<file path="src/rtl/mask_cmd_loader_pkg.sv">
// Shared constants, opcodes, FSM states and error codes for the shadow-mask file loader.
package mask_cmd_loader_pkg;

    localparam int unsigned WORD_W     = 16;
    localparam int unsigned ADDR_W     = 11;
    localparam int unsigned FIFO_DEPTH = 4;
    localparam int unsigned CNT_W      = 3;

    localparam logic [WORD_W-1:0] MASK_MAGIC = 16'h4D41;

    typedef enum logic [2:0] {
        OP_CFG  = 3'b000,
        OP_VMAX = 3'b001,
        OP_HMAX = 3'b010,
        OP_LUT  = 3'b011
    } opcode_e;

    typedef enum logic [3:0] {
        S_IDLE,
        S_MAGIC,
        S_GEOM,
        S_CMD_V,
        S_CMD_H,
        S_BODY,
        S_FINISH,
        S_DONE,
        S_FAIL
    } state_e;

    typedef enum logic [1:0] {
        ERR_NONE  = 2'b00,
        ERR_MAGIC = 2'b01,
        ERR_SHORT = 2'b10,
        ERR_GEOM  = 2'b11
    } err_e;

    // Layout of the geometry header word
    typedef struct packed {
        logic [5:0] rsvd;
        logic       rotate;
        logic       x2;
        logic [3:0] vmax;
        logic [3:0] hmax;
    } geom_t;

    function automatic logic [WORD_W-1:0] cfg_cmd(input logic enable, input logic rotate,
                                                   input logic x2);
        cfg_cmd = {OP_CFG, 9'b0, enable, rotate, x2, 1'b0};
    endfunction

    // Index of the last LUT entry: (hmax+1)*(vmax+1)-1, at most 255
    function automatic logic [7:0] lut_last(input logic [3:0] vmax, input logic [3:0] hmax);
        logic [8:0] n;
        n = (9'(vmax) + 9'd1) * (9'(hmax) + 9'd1);
        lut_last = 8'(n - 9'd1);
    endfunction

endpackage

</file>
<file path="src/rtl/mask_word_fifo.sv">
// 4-deep show-ahead word FIFO with flush and a registered "two or more" flag.
module mask_word_fifo
    import mask_cmd_loader_pkg::*;
(
    input  logic              clk,
    input  logic              reset,
    input  logic              flush,
    input  logic              push,
    input  logic [WORD_W-1:0] din,
    input  logic              pop,
    output logic [WORD_W-1:0] head_c,
    output logic              empty_c,
    output logic [CNT_W-1:0]  count,
    output logic              half_full
);

    localparam int unsigned PTR_W = 2;

    logic [WORD_W-1:0] mem [FIFO_DEPTH];
    logic [PTR_W-1:0]  wr_ptr;
    logic [PTR_W-1:0]  rd_ptr;
    logic [PTR_W-1:0]  wr_idx;
    logic              do_push;
    logic              do_pop;
    logic [CNT_W-1:0]  count_next;

    assign empty_c = (count == '0);
    assign head_c  = mem[rd_ptr];

    // A flush empties the FIFO but still accepts a same-cycle write into slot 0
    always_comb begin
        do_pop  = pop && !empty_c && !flush;
        do_push = push && (flush || (count != CNT_W'(FIFO_DEPTH)));
        wr_idx  = flush ? '0 : wr_ptr;
        if (flush) begin
            count_next = CNT_W'(do_push);
        end else begin
            count_next = count + CNT_W'(do_push) - CNT_W'(do_pop);
        end
    end

    always_ff @(posedge clk) begin
        if (do_push) begin
            mem[wr_idx] <= din;
        end
    end

    always_ff @(posedge clk) begin
        if (reset) begin
            wr_ptr    <= '0;
            rd_ptr    <= '0;
            count     <= '0;
            half_full <= 1'b0;
        end else begin
            wr_ptr    <= wr_idx + PTR_W'(do_push);
            rd_ptr    <= flush ? '0 : rd_ptr + PTR_W'(do_pop);
            count     <= count_next;
            half_full <= (count_next >= CNT_W'(2));
        end
    end

endmodule

</file>
<file path="src/rtl/mask_cmd_loader.sv">
// Parses a downloaded shadow-mask file and replays it as a stream of 16-bit
// configuration commands to the shadow-mask stage.
module mask_cmd_loader
    import mask_cmd_loader_pkg::*;
(
    input  logic              clk_sys,
    input  logic              reset,
    input  logic              ioctl_download,
    input  logic              ioctl_wr,
    input  logic [ADDR_W-1:0] ioctl_addr,
    input  logic [WORD_W-1:0] ioctl_dout,
    output logic              ioctl_wait,
    input  logic              mask_on,
    output logic              cmd_wr,
    output logic [WORD_W-1:0] cmd_in,
    output logic              loaded,
    output logic [1:0]        error
);

    state_e            state;
    logic              dl_q;
    logic              mask_q;
    logic              rotate;
    logic              x2;
    logic [3:0]        vmax;
    logic [3:0]        hmax;
    logic [7:0]        entry_cnt;
    logic [7:0]        entry_last;

    logic              dl_rise;
    logic              starved_c;
    logic              pop_c;
    logic              empty_c;
    logic [WORD_W-1:0] head_c;
    logic [CNT_W-1:0]  fifo_count;
    geom_t             geom_c;
    logic              obs_unused;

    // Words arrive strictly in order, so the address and fill level are informational only
    assign obs_unused = ^{ioctl_addr, fifo_count};

    assign dl_rise   = ioctl_download && !dl_q;
    assign starved_c = !ioctl_download && empty_c;
    assign geom_c    = geom_t'(head_c);

    mask_word_fifo u_fifo (
        .clk       (clk_sys),
        .reset     (reset),
        .flush     (dl_rise),
        .push      (ioctl_wr && ioctl_download),
        .din       (ioctl_dout),
        .pop       (pop_c),
        .head_c    (head_c),
        .empty_c   (empty_c),
        .count     (fifo_count),
        .half_full (ioctl_wait)
    );

    // States that consume words; IDLE/DONE/FAIL consume only to discard
    always_comb begin
        pop_c = 1'b0;
        if (!dl_rise && !empty_c) begin
            case (state)
                S_IDLE, S_MAGIC, S_GEOM, S_BODY, S_DONE, S_FAIL: pop_c = 1'b1;
                default: pop_c = 1'b0;
            endcase
        end
    end

    always_ff @(posedge clk_sys) begin
        if (reset) begin
            state      <= S_IDLE;
            dl_q       <= ioctl_download;
            mask_q     <= 1'b0;
            rotate     <= 1'b0;
            x2         <= 1'b0;
            vmax       <= '0;
            hmax       <= '0;
            entry_cnt  <= '0;
            entry_last <= '0;
            cmd_wr     <= 1'b0;
            cmd_in     <= '0;
            loaded     <= 1'b0;
            error      <= ERR_NONE;
        end else begin
            dl_q   <= ioctl_download;
            cmd_wr <= 1'b0;
            if (dl_rise) begin
                state  <= S_MAGIC;
                loaded <= 1'b0;
                error  <= ERR_NONE;
            end else begin
                case (state)
                    S_MAGIC: begin
                        if (pop_c) begin
                            if (head_c == MASK_MAGIC) begin
                                state <= S_GEOM;
                            end else begin
                                error <= ERR_MAGIC;
                                state <= S_FAIL;
                            end
                        end else if (starved_c) begin
                            error <= ERR_SHORT;
                            state <= S_FAIL;
                        end
                    end
                    S_GEOM: begin
                        if (pop_c) begin
                            if (geom_c.rsvd != '0) begin
                                error <= ERR_GEOM;
                                state <= S_FAIL;
                            end else begin
                                rotate     <= geom_c.rotate;
                                x2         <= geom_c.x2;
                                vmax       <= geom_c.vmax;
                                hmax       <= geom_c.hmax;
                                entry_cnt  <= '0;
                                entry_last <= lut_last(geom_c.vmax, geom_c.hmax);
                                cmd_wr     <= 1'b1;
                                cmd_in     <= cfg_cmd(1'b0, geom_c.rotate, geom_c.x2);
                                state      <= S_CMD_V;
                            end
                        end else if (starved_c) begin
                            error <= ERR_SHORT;
                            state <= S_FAIL;
                        end
                    end
                    S_CMD_V: begin
                        cmd_wr <= 1'b1;
                        cmd_in <= {OP_VMAX, 9'b0, vmax};
                        state  <= S_CMD_H;
                    end
                    S_CMD_H: begin
                        cmd_wr <= 1'b1;
                        cmd_in <= {OP_HMAX, 9'b0, hmax};
                        state  <= S_BODY;
                    end
                    S_BODY: begin
                        if (pop_c) begin
                            cmd_wr <= 1'b1;
                            cmd_in <= {OP_LUT, 2'b00, head_c[10:0]};
                            if (entry_cnt == entry_last) begin
                                state <= S_FINISH;
                            end else begin
                                entry_cnt <= entry_cnt + 8'd1;
                            end
                        end else if (starved_c) begin
                            error <= ERR_SHORT;
                            state <= S_FAIL;
                        end
                    end
                    S_FINISH: begin
                        cmd_wr <= 1'b1;
                        cmd_in <= cfg_cmd(mask_on, rotate, x2);
                        mask_q <= mask_on;
                        loaded <= 1'b1;
                        state  <= S_DONE;
                    end
                    S_DONE: begin
                        // Live user toggle re-issues the enable command
                        if (!ioctl_download && (mask_on != mask_q)) begin
                            cmd_wr <= 1'b1;
                            cmd_in <= cfg_cmd(mask_on, rotate, x2);
                            mask_q <= mask_on;
                        end
                    end
                    default: begin
                    end
                endcase
            end
        end
    end

endmodule

</file>
<file path="config.mk">
export PLATFORM = sky130hd
export DESIGN_NAME = mask_cmd_loader
export DESIGN_NICKNAME = d
export VERILOG_FILES = /design/src/rtl/mask_cmd_loader_pkg.sv /design/src/rtl/mask_word_fifo.sv /design/src/rtl/mask_cmd_loader.sv
export SDC_FILE = /design/constraint.sdc
export NUM_CORES = 1
export LEC_CHECK = 0
export ABC_AREA = 1
export BUFFER_PORTS_ARGS = -buffer_cell sky130_fd_sc_hd__buf_4
export CAP_MARGIN = 20
export CORE_UTILIZATION = 35
export DETAILED_ROUTE_END_ITERATION = 8
export HOLD_SLACK_MARGIN = 0.05
export SLEW_MARGIN = 25
export SYNTH_ARGS = -nofsm -noshare
export SYNTH_HDL_FRONTEND = slang
export SYNTH_SLANG_ARGS = --single-unit
</file>
<file path="constraint.sdc">
create_clock -name clk_sys -period 6.1 [get_ports clk_sys]
set_clock_uncertainty 0.2 [all_clocks]
set_input_delay 0.61 -clock clk_sys [delete_from_list [all_inputs] [get_ports clk_sys]]
set_output_delay 0.61 -clock clk_sys [all_outputs]
set_load 0.02 [all_outputs]
</file>
==> results.ini, run 1 <==
[outcome]
outcome=finished, violations left
violations=DRC

[global_routing]
grt_pass1_vias=4730
grt_max_degree=37
overflow=0
grt_pass1_wl_um=23600
grt_usage_pct=15.8
antenna_found_initial=0

[synthesis]
synthArstFlopShare_pct=0
synth_area_um2=6490
yosysTopAreaCellShare_pct=29.6
synth.area.top_cells=edfxtp_1, dfxtp_1, nand2_1
yosys.area.top_type=edfxtp_1
synth.yosys.seq_area_share_pct=47.2
ys_top_cells_by_count=nand2_1, nor2_1, inv_1
synth.most_common_cell=nand2_1
synth_edf_count=64
yosys_warnings=0
synth_flop_cell=edfxtp_1
synth-seq-cells=121
synthCells=768
synth_cell_types=45
syn_avg_cell_area_um2=8.45

[place]
hpwl_um=9780
place_inst=1017
place.port_buffers=38
gp_congestion=0.871

[sta]
fin_crit_sh_pct=84.0
relSlewSlack_pct=34.1
fin_crit_ps=5120
rsz0062_at_grt=no
finalSetupTns_ps=0
setup_violations=0
drv_slew=0
hold_viol_final=0
fmaxAchievable_mhz=195
worst_slew_pin_slew_ps=982

[layout]
insertedDiodeCount=0
nFillCells=1778
area_growth_pct=15.9
final_cells=1049
drive_gt1_share_pct=15.4
nNetsFinal=873

[setup_path]
worstPathMaxFanout=12
cp.required_ps=6210
cp_data_arrival_time_ps=5230
crit_type=flip-flop to flip-flop
start_kind=flip-flop
r2r_slack_ps=980
endpoint_kind=flip-flop

[clock_network]
cts_tree=done
numCtsBuffers=17
root_buffer=clkbuf_16
cts-resized-gates=0
cts-htree-levels=4
post-cts-setup-buffer-count=0
hold_buffers=0
cts.sinks=121
clkSlewWorstSetupHoldPaths_ps=60
max-clock-path-buffers=2
insertion_delay_ps=420

[die]
die_h_um=138
die_area_um2=19100
dieWidth_um=138
core_area_um2=18100
start_util_pct=35.9
fp-row-count=49
ioPinCount=53

[detailed_routing]
wirelength_um=14400
drtAntennaViolNets=0
drt_first_iter_violations=296
avgViaCountPerCell=4.72
drc=2
vias=4952
dr.pass1.iters=6
post_drt_wl_per_cell_um=13.7

[power]
power.leakage_uw=0.00312
ir_drop_mv=0.350
p_per_area_nw_per_um2=523

[job]
maxCapViolations=0

[worst_hold_path]
hp-class=input port to flip-flop

state kept, by name (all words and copies together) (netlist names), 2 cells and up:
name,count
u_fifo.count,3
u_fifo.wr_ptr,2
entry_cnt,8
hmax,4
error,2
u_fifo.rd_ptr,2
vmax,4
state,4
entry_last,8
cmd_in,13
u_fifo.mem,64
layout make-up:
class / instances / area [µm²] / area share (%)
sequential: 121 / 3060 / 40.8
multi-input combinational: 529 / 2950 / 39.2
clock buffer: 18 / 429 / 5.71
inverter: 97 / 369 / 4.91
timing repair buffer: 41 / 308 / 4.10
tap: 229 / 287 / 3.81
clock inverter: 14 / 114 / 1.52
cell families after synthesis:
| group | share of synthesized area, % |
|---|---|
| compound gates | 8.49 |
| xor+xnor | 1.49 |
| fa+ha+maj | 8.06 |
| buf+inv | 8.10 |
| flops | 47.2 |
| other cells | 0.0578 |
| simple gates | 26.6 |
power by group:
group | switching, µW | total (µW) | leakage, µW | internal, µW
clock | 397 | 923 | 0.000255 | 526
sequential | 17.7 | 907 | 0.00104 | 889
combinational | 1290 | 2100 | 0.00183 | 812
cell usage in the layout (no fill, tap or decap), types with 4 or more instances in the layout:
cell / n
nand2_1: 182
nor2_1: 86
inv_1: 84
edfxtp_1: 64
dfxtp_1: 57
nand3_1: 55
o21ai_0: 46
buf_4: 41
a21oi_1: 35
ha_1: 21
clkbuf_16: 17
fa_1: 13
inv_2: 10
nor3_1: 8
nand3_2: 7
nand2_2: 7
xnor2_1: 7
nand4_1: 7
inv_6: 6
nor2_2: 5
or2_2: 5
nand2_4: 4
nor2_4: 4
xor2_1: 4
clkinvlp_4: 4
through the flow:
step / power, µW / setup WS (ps) / instance area, µm² / utilization, % / hold WS [ps]
after floorplan: 2590 / 1540 / 6490 / - / 238
after global placement: 3000 / 1010 / 6970 / 38.5 / 257
after detailed placement: 3030 / 983 / 6970 / 38.5 / 261
after CTS: 3970 / 983 / 7510 / 41.5 / 102
after global routing: 4340 / 548 / 7510 / 41.5 / 106
final: 3930 / 978 / 7510 / 41.5 / 117
worst paths after layout:
path	from	end	cells past startpoint
worst max register to register	u_fifo.rd_ptr[1]$_SDFF_PP0_	entry_last[7]$_SDFFE_PP0P_	27
worst min-delay path	ioctl_download	dl_q$_DFF_P_	1
worst min register to register	mask_q$_SDFFE_PP0P_	mask_q$_SDFFE_PP0P_	2
worst max-delay path	u_fifo.rd_ptr[1]$_SDFF_PP0_	entry_last[7]$_SDFFE_PP0P_	27
metal layers:
metal | global-route usage, % | vias to the layer above | part of all wire [%]
li1 | - | 2589 | -
met1 | 20.4 | 2247 | 47
met2 | 26.8 | 103 | 48
met3 | 3.05 | 13 | 4.4
met4 | 5.03 | 0 | 0.98
met5 | 0 | - | 0
worst max-delay path, stage by stage (launching register included):
cell and delay [ps]:
dfxtp_1 550, buf_4 290, nand3_1 110, nand2_2 180, inv_1 120, ha_1 220, or2_2 290, nand2_1 100
nor2_1 70, fa_1 550, inv_1 50, fa_1 460, fa_1 540, inv_1 40, ha_1 360, nand2_1 70
nor2_1 100, nand2_1 70, nand3_1 70, nand2_1 50, nand2_1 100, inv_1 50, nand3_1 70, nand2_1 70
nand2_1 60, nand2_1 40, nor2_1 80, nor2_1 40
(Power assumes the default switching activity.)
==> inputs of run 2 (changes only) <==
Clock period 6.1 ns to 4.2 ns, I/O delays scaled along.
==> results.ini, run 2 (synthesis results as in run 1) <==
[sta]
worst_slew_pin_slew_ps=968  ; was 982 ps
worst_slack_ps=-34.2  ; was 978 ps
fin_crit_sh_pct=101  ; was 84.0%
fin_crit_ps=4230  ; was 5120 ps
hold_viol_final=0  ; unchanged
drv_slew=0  ; unchanged
rsz0062_at_grt=yes  ; was no
relSlewSlack_pct=35.4  ; was 34.1%
fmaxAchievable_mhz=236  ; was 195 MHz
setup_violations=1  ; was 0

[layout]
design_area_um2=8440  ; was 7510 µm²
regMostFlops=u_fifo.mem  ; unchanged
largest_reg_flops=64  ; unchanged
mostFrequentLayoutCell=nand2_1  ; unchanged
finalCoreUtilization_pct=46.7  ; was 41.5%
drive_gt1_share_pct=26.9  ; was 15.4%
nNetsFinal=954  ; was 873
nFillCells=1701  ; was 1778
final_cells=1129  ; was 1049
top_regs=u_fifo.mem x64, cmd_in x13  ; unchanged
insertedDiodeCount=0  ; unchanged
area_growth_pct=30.1  ; was 15.9%
layout_common_cells=nand2_1, buf_4, nor2_1  ; was nand2_1, nor2_1, inv_1

[place]
place_inst=1069  ; was 1017
placed_cell_area_um2=7400  ; was 6970 µm²
hpwl_um=10500  ; was 9780 µm
place.port_buffers=38  ; unchanged
gp_congestion=0.840  ; was 0.871
place_ws_ps=-172  ; was 983 ps

[power]
p_per_area_nw_per_um2=852  ; was 523 nW/µm²
power.leakage_uw=0.00354  ; was 0.00312 µW
p_sw_share_pct=40.6  ; was 43.3%
ir_drop_mv=0.509  ; was 0.350 mV
switching_power_uw=2920  ; was 1700 µW
pwr-share-comb_pct=61.9  ; was 53.5%
internal-power_uw=4270  ; was 2230 µW
pwr-share-clk_pct=19.7  ; was 23.5%
seqPwrFrac_pct=18.4  ; was 23.1%

[detailed_routing]
vias=5346  ; was 4952
drc=6  ; was 2
wirelength_um=15000  ; was 14400 µm
drt_first_iter_violations=306  ; was 296
post_drt_wl_per_cell_um=13.3  ; was 13.7 µm
dr.pass1.iters=7  ; was 6
avgViaCountPerCell=4.74  ; was 4.72
drtAntennaViolNets=0  ; unchanged

[die]
core_area_um2=18100  ; unchanged
die_h_um=138  ; unchanged
dieWidth_um=138  ; unchanged
die_area_um2=19100  ; unchanged
start_util_pct=35.9  ; unchanged
fp-row-count=49  ; unchanged
ioPinCount=53  ; unchanged

[global_routing]
overflow=0  ; unchanged
grt_pass1_wl_um=25100  ; was 23600 µm
grt_max_degree=37  ; unchanged
grt_usage_pct=16.7  ; was 15.8%
grt_pass1_vias=5240  ; was 4730
antenna_found_initial=0  ; unchanged

[clock_network]
numCtsBuffers=17  ; unchanged
cts_tree=done  ; unchanged
clkSlewWorstSetupHoldPaths_ps=60  ; about the same
insertion_delay_ps=420  ; about the same
cts-htree-levels=4  ; unchanged
max-clock-path-buffers=2  ; unchanged
cts.sinks=121  ; unchanged
root_buffer=clkbuf_16  ; unchanged

[setup_path]
worstPathMaxFanout=7  ; was 12
endpoint_kind=flip-flop  ; unchanged
timing.rr.start=u_fifo.rd_ptr[0]$_SDFF_PP0_  ; was u_fifo.rd_ptr[1]$_SDFF_PP0_
start_kind=flip-flop  ; unchanged
cp_data_arrival_time_ps=4340  ; was 5230 ps
worstSetupStartpoint=u_fifo.rd_ptr[0]$_SDFF_PP0_  ; was u_fifo.rd_ptr[1]$_SDFF_PP0_
r2r_slack_ps=-30  ; was 980 ps
cp.required_ps=4310  ; was 6210 ps
rr_worst_depth=27  ; unchanged
crit_type=flip-flop to flip-flop  ; unchanged
r2r-end=entry_last[7]$_SDFFE_PP0P_  ; unchanged

[outcome]
violations=DRC, setup timing  ; was DRC
outcome=finished, violations left  ; unchanged

[worst_hold_path]
hold_end=cmd_in[3]$_SDFFE_PP0P_  ; was dl_q$_DFF_P_
whs_path_depth=2  ; was 1
hp-class=input port to flip-flop  ; unchanged
hold_start=reset  ; was ioctl_download

[job]
maxCapViolations=0  ; unchanged

run 2: cell types whose count changed in the layout (fill, tap and decap cells not counted), sizes merged:
cell	delta
bufinv	+2
buf	+64
inv	-2
dlygate4sd3	+17
clkinv	+1
clkbuf	-1
clkinvlp	-1
run 2: per-stage QoR:
step / hold WS, ps / setup TNS (ps) / total power [µW]
2_1_floorplan: 238 / -34.1 / 4000
3_3_place_gp: 256 / -252 / 5240
3_5_place_dp: 255 / -297 / 5340
4_1_cts: 75.4 / -33.8 / 7080
5_1_grt: 78.3 / -425 / 7890
6_report: 87.1 / -34.2 / 7190
run 2: layer usage:
metal | up-vias | track usage (%) | wire length [µm]
li1 | 2746 | - | -
met2 | 112 | 28.6 | 7300
met5 | - | 0 | 0
met1 | 2479 | 20.9 | 6840
met4 | 0 | 4.61 | 128
met3 | 9 | 4.05 | 763
run 2: power groups by stage:
stage	clock (µW)	combinational (µW)	sequential (µW)
5_1_grt	1500	5060	1330
4_1_cts	1440	4320	1320
6_report	1420	4450	1320
3_5_place_dp	0	4000	1340
2_1_floorplan	0	2660	1340
3_3_place_gp	0	3900	1340
run 2: worst max-delay path by stage:
stage | cells after the start | slack (ps) | endpoint
3_3_place_gp | 25 | -150 | entry_last[7]$_SDFFE_PP0P_
3_5_place_dp | 25 | -170 | entry_last[7]$_SDFFE_PP0P_
6_report | 27 | -30 | entry_last[7]$_SDFFE_PP0P_
5_1_grt | 27 | -250 | entry_last[7]$_SDFFE_PP0P_
4_1_cts | 28 | -20 | entry_last[7]$_SDFFE_PP0P_
2_1_floorplan | 29 | -30 | entry_last[7]$_SDFFE_PP0P_
run 2: repair_timing:
action / CTS / global route
endpoints found under the hold margin: 65 / 0
hold buffers: 17 / 0
endpoints found under the setup margin: 2 / 4
resized for setup: 37 / 22
setup buffers: 10 / 2
pin swaps: 26 / 22
run 2: critical path, stage by stage (launching register included):
cell and delay [ps]:
dfxtp_4 370, buf_6 140, nand2_2 50, nand3_2 60, nand2_2 90, inv_2 60, ha_4 160, or2_4 230
nand2_4 110, nor2_4 50, fa_1 490, inv_2 40, fa_2 520, fa_1 420, inv_2 80, ha_4 200
nand2_1 60, nand2_1 60, nand2_1 80, nand4_1 100, nand2_2 120, inv_2 40, nand3_2 50, nand2_2 60
nand2_2 70, nand2_2 40, nor2_2 100, nor2_1 50
run 2: cell type report:
type | count | area (µm²) | area share [%]
tap | 229 | 287 | 3.40
sequential | 121 | 3070 | 36.4
clock inverter | 14 | 148 | 1.75
multi-input combinational | 529 | 3170 | 37.5
timing repair buffer | 122 | 970 | 11.5
clock buffer | 17 | 425 | 5.04
inverter | 97 | 377 | 4.46
